**config.mk**
```make
export PLATFORM = sky130hd
export DESIGN_NAME = mult_acc_amplitude_alpha_seq
export DESIGN_NICKNAME = d
export VERILOG_FILES = /design/src/rtl/mult_acc_amplitude_alpha_seq.sv
export SDC_FILE = /design/constraint.sdc
export NUM_CORES = 1
export LEC_CHECK = 0
export BUFFER_PORTS_ARGS = -buffer_cell sky130_fd_sc_hd__buf_2
export CAP_MARGIN = 15
export CORE_MARGIN = 4
export CORE_UTILIZATION = 60
export CTS_CLUSTER_SIZE = 40
export DETAILED_ROUTE_END_ITERATION = 10
export GPL_ROUTABILITY_DRIVEN = 0
export PLACE_DENSITY = 0.82
export SYNTH_ARGS = -nofsm -noshare
export SYNTH_HDL_FRONTEND = slang
export SYNTH_SLANG_ARGS = --single-unit
export TNS_END_PERCENT = 10
```
**constraint.sdc**
```tcl
create_clock -name clk -period 3.9 [get_ports clk]
set_clock_uncertainty 0.05 [all_clocks]
set_input_delay 0 -clock clk [delete_from_list [all_inputs] [get_ports clk]]
set_output_delay 0 -clock clk [all_outputs]
set_load 0.02 [all_outputs]
```
**src/rtl/mult_acc_amplitude_alpha_seq.sv**
```systemverilog
// Accumulates alpha-rotated complex amplitudes over a group of beats and presents
// the wrapped sum, beat count and illegal-code flag with a valid/ready handshake.
module mult_acc_amplitude_alpha_seq #(
    parameter int complex_bit = 24,
    parameter int cnt_bit     = 8
) (
    input  logic                       clk,
    input  logic                       rst_n,
    input  logic                       in_valid,
    output logic                       in_ready,
    input  logic [3:0]                 in_alpha,
    input  logic [2*complex_bit-1:0]   in_amplitude,
    input  logic                       in_last,
    output logic                       out_valid,
    input  logic                       out_ready,
    output logic [2*complex_bit-1:0]   out_amplitude,
    output logic [cnt_bit-1:0]         out_count,
    output logic                       out_err
);

    typedef enum logic {ACC = 1'b0, HOLD = 1'b1} state_t;

    localparam logic [cnt_bit-1:0] CNT_ONE = cnt_bit'(1);

    // Multiply by a 2-bit alpha component without a multiplier; illegal code acts as 0.
    function automatic logic signed [complex_bit-1:0] alpha_sel(
        input logic [1:0]                    code,
        input logic signed [complex_bit-1:0] x
    );
        case (code)
            2'b01:   return x;
            2'b11:   return -x;
            default: return '0;
        endcase
    endfunction

    state_t                        state_q, state_d;
    logic signed [complex_bit-1:0] acc_re_q, acc_re_d, acc_im_q, acc_im_d;
    logic [cnt_bit-1:0]            cnt_q, cnt_d;
    logic                          err_q, err_d;
    logic signed [complex_bit-1:0] out_re_q, out_re_d, out_im_q, out_im_d;
    logic [cnt_bit-1:0]            out_cnt_q, out_cnt_d;
    logic                          out_err_q, out_err_d;

    logic signed [complex_bit-1:0] x_re, x_im, p_re, p_im, sum_re, sum_im;
    logic                          illegal, accept;

    assign x_re    = in_amplitude[2*complex_bit-1:complex_bit];
    assign x_im    = in_amplitude[complex_bit-1:0];
    assign p_re    = alpha_sel(in_alpha[3:2], x_re) - alpha_sel(in_alpha[1:0], x_im);
    assign p_im    = alpha_sel(in_alpha[3:2], x_im) + alpha_sel(in_alpha[1:0], x_re);
    assign sum_re  = acc_re_q + p_re;
    assign sum_im  = acc_im_q + p_im;
    assign illegal = (in_alpha[3:2] == 2'b10) || (in_alpha[1:0] == 2'b10);
    assign accept  = in_valid && in_ready;

    assign in_ready      = (state_q == ACC);
    assign out_valid     = (state_q == HOLD);
    assign out_amplitude = {out_re_q, out_im_q};
    assign out_count     = out_cnt_q;
    assign out_err       = out_err_q;

    always_comb begin
        state_d   = state_q;
        acc_re_d  = acc_re_q;
        acc_im_d  = acc_im_q;
        cnt_d     = cnt_q;
        err_d     = err_q;
        out_re_d  = out_re_q;
        out_im_d  = out_im_q;
        out_cnt_d = out_cnt_q;
        out_err_d = out_err_q;
        case (state_q)
            ACC: begin
                if (accept) begin
                    if (in_last) begin
                        out_re_d  = sum_re;
                        out_im_d  = sum_im;
                        out_cnt_d = cnt_q + CNT_ONE;
                        out_err_d = err_q | illegal;
                        acc_re_d  = '0;
                        acc_im_d  = '0;
                        cnt_d     = '0;
                        err_d     = 1'b0;
                        state_d   = HOLD;
                    end else begin
                        acc_re_d  = sum_re;
                        acc_im_d  = sum_im;
                        cnt_d     = cnt_q + CNT_ONE;
                        err_d     = err_q | illegal;
                    end
                end
            end
            HOLD: begin
                if (out_ready) state_d = ACC;
            end
            default: state_d = ACC;
        endcase
    end

    always_ff @(posedge clk or negedge rst_n) begin
        if (!rst_n) begin
            state_q   <= ACC;
            acc_re_q  <= '0;
            acc_im_q  <= '0;
            cnt_q     <= '0;
            err_q     <= 1'b0;
            out_re_q  <= '0;
            out_im_q  <= '0;
            out_cnt_q <= '0;
            out_err_q <= 1'b0;
        end else begin
            state_q   <= state_d;
            acc_re_q  <= acc_re_d;
            acc_im_q  <= acc_im_d;
            cnt_q     <= cnt_d;
            err_q     <= err_d;
            out_re_q  <= out_re_d;
            out_im_q  <= out_im_d;
            out_cnt_q <= out_cnt_d;
            out_err_q <= out_err_d;
        end
    end

endmodule

```
==> key figures <==
Outcome
  – Outcome: finished, violations left
  – Failing checks: setup timing

Critical path
  – CP endpoint kind: flop
  – CP required: roughly 4.1 ns
  – Crit path kind: input pin to flop
  – Worst-path maximum fanout: 4
  – Worst Path Arrival: between 4 and 5 ns
  – CP Launch Type: input pin

Placement
  – PortBufs: between 100 and 150
  – Placed cell area: 11,500 um^2
  – Placed Cells: about 1,600
  – HPWL Detailed: 21.2 mm

Route
  – Drt total wl: ~32 mm
  – Routed len/inst: 20.0 um
  – Vias per inst: just over 6
  – Drt pass-1 iters: 6
  – Antenna viol nets, final: 0
  – Initial DRC Count: between 800 and 900
  – Routed vias: between 9,000 and 10,000
  – DRC: 0

Pwr
  – Pint: ~5.3 mW
  – Tot Pwr: about 10 mW
  – Peak VDD IR: 0.000599 V
  – Sequential share of power: approximately a fifth
  – Pleak: between 6 and 7 nW
  – Clock share of power: 16.1%
  – Net Switching: around 4.5 mW
  – Switching Share: about 46%
  – Logic pwr share: between 60% and 70%
  – PD cells: roughly 800 nW/um^2

Yosys
  – Syn Area/Cell: between 8 and 9 um^2
  – Post-Syn Instances: 1,148
  – Syn Nets: 1,301
  – Post-synth top area share: 29.8%
  – Synthesized cell area: about 9700 um^2
  – Most frequent cell after synthesis: nand2_1
  – Most frequent cells after synthesis: nand2_1 (197), o21ai_0 (125), dfrtp_1 (115)
  – Post-synth top flop: dfrtp_1
  – FFs w/ async S/R, synth: 100%
  – Post-synth EDFFs: 0
  – Post-synth top area cell: dfrtp_1
  – Synth top area cells: dfrtp_1 (30%), fa_1 (9.7%), nand2_1 (7.6%)
  – Sequential area share after synthesis: between 20% and 30%
  – FF+latch count, synth: between 100 and 150
  – Post-synth cell types: 58
  – Synth Warn #: 0

STA
  – Pins Over Slew Limit: 0
  – Min Tclk post-route: 3.99 ns
  – Worst setup margin: -0.0904 ns
  – Final Cycle Share: 102%
  – RSZ-0062 raised after global routing: yes
  – Hold WS: about 0.13 ns
  – Max Fclk: 251 MHz
  – Worst slew pin tran: between 1 and 1.5 ns
  – Final setup vio count: 9
  – Endpoints failing hold: 0
  – Slew HR: between 20 and 30%

Hold path
  – Worst hold path type: input pin to flop

Floorplan
  – Die W: between 100 and 150 um
  – Cell Rows: between 40 and 50
  – Die area: about 18,000 um^2
  – Initial Util: approximately three fifths
  – I/O pin total: 116
  – Core footprint: about 16,000 um^2
  – Die Ht: ~130 um

Global routing
  – Grt met1 use: between 40 and 50%
  – GR Util All Layers: approximately 33%
  – Most used routing layer in global routing: met2
  – Gr ovfl total: 0
  – Global-route wire length before repair: 47.4 mm
  – Met3 Use GR: between 8 and 9%
  – Met2 usage: 53.1%
  – Antenna violations before repair: 3
  – Largest net degree at the start of global routing: 109
  – Vias in the first global route: 9,491

Layout
  – Nets: 1,522
  – Footprint of the multi-input gates: between 6000 and 7000 um^2
  – Design area: 12,500 um^2
  – Register cell area after layout: 2880 um^2
  – Post-Layout Cell Count: between 1,500 and 2,000
  – Final Core Density: about four fifths
  – Number of diodes: 0
  – P&R area growth vs syn: 29.1%
  – Share of cells above drive strength 1: between 20% and 30%
  – FILL cells: ~970

Clock network
  – Clock sink count: between 100 and 150
  – Worst skew pair latency: roughly 0.43 ns
  – Total CTS buffers: 17
  – Maximum buffer depth of the clock tree: 2
  – H-Tree Depth: 4
  – Clock slew at reported path FFs: ~0.060 ns
  – CTS tree: built
  – Root Driver: clkbuf_16

Run
  – # Max-Cap Violations: 0
## cells by family after synthesis
family	synth area share, %
flops	29.8
buf+inv	5.33
compound gates	16.2
mux	1.23
xor+xnor	12.3
simple gates	19.0
fa+ha+maj	16.1
## worst max-delay path, stage by stage
cell	delay [ns]
buf_2	0.11
inv_1	0.07
ha_2	0.18
nor3b_4	0.21
nand3_2	0.11
or3_4	0.37
or3_4	0.35
or3_4	0.37
nand2_1	0.11
xnor2_1	0.15
nand2_1	0.16
fa_1	0.58
inv_1	0.06
ha_1	0.21
or3_1	0.38
o21ai_0	0.12
a21oi_2	0.10
a211oi_2	0.22
xor2_1	0.22
o21ai_0	0.10
## what timing repair did
item                       4_1_cts  5_1_grt
pin swaps                        2       35
buffers inserted                 0        3
setup endpoints to repair        9       30
gates resized for setup          5       77
hold endpoints to repair        60        0
hold buffers                     2        0
## flip-flops by register name (all words and copies together), names as in the netlist
signal and cells:
acc_im_q 24, acc_re_q 24, out_im_q 24, out_re_q 24, cnt_q 8, out_count 8
err_q 1, out_err 1, out_valid 1
## worst paths after layout
check	startpoint	endpoint	slack, ns	depth (start not counted)
setup / recovery	in_amplitude[25]	out_re_q[22]	-0.09	20
hold / removal	in_last	out_re_q[23]	0.13	3
setup reg to reg	acc_im_q[1]	out_im_q[21]	0.33	12
hold reg to reg	out_re_q[3]	out_re_q[3]	0.42	2
max in group asynchronous	rst_n	acc_re_q[13]	2.74	3
min in group asynchronous	rst_n	out_im_q[11]	0.14	2
## layer usage
metal | share of wire [%] | vias to the layer above
li1 | - | 4299
met1 | 38 | 4573
met2 | 46 | 638
met3 | 10 | 196
met4 | 5.8 | 6
met5 | 0.16 | -
## through the flow
step / worst slack, ns / setup TNS, ns
floorplan: -0.145 / -0.615
global placement: -0.349 / -7.13
detailed placement: -0.467 / -10.50
CTS: 0.0198 / 0
global route: -0.223 / -2.17
finish: -0.0904 / -0.313
## power groups by stage
stage	clock network, mW	logic [mW]	registers, mW
6_report	1.57	6.26	1.95
5_1_grt	1.64	6.74	2.00
4_1_cts	1.58	5.50	1.94
3_5_place_dp	0	5.38	1.95
3_3_place_gp	0	5.23	1.94
2_1_floorplan	0	3.09	2.22
## layout make-up
cell class	instances	area share [%]
multi-input cells	898	54.3
inverters	78	2.35
clock inverters	15	1.24
well taps	216	2.17
repair buffers	259	13.5
flip-flops and latches	115	23.1
clock buffers	17	3.41
## cell usage in the layout (no fill, tap or decap), types with 17 or more instances in the layout
cell type	synthesis	routed
nand2_1	197	190
buf_4	0	142
o21ai_0	125	115
dfrtp_1	115	115
buf_2	1	112
inv_1	78	77
nor2_1	73	72
xor2_1	66	64
xnor2_1	65	62
fa_1	47	47
ha_1	49	41
a21oi_1	34	25
and2_1	19	18
or3_1	24	17
clkbuf_16	0	17
Note: power is estimated with default switching activity, not from simulation.
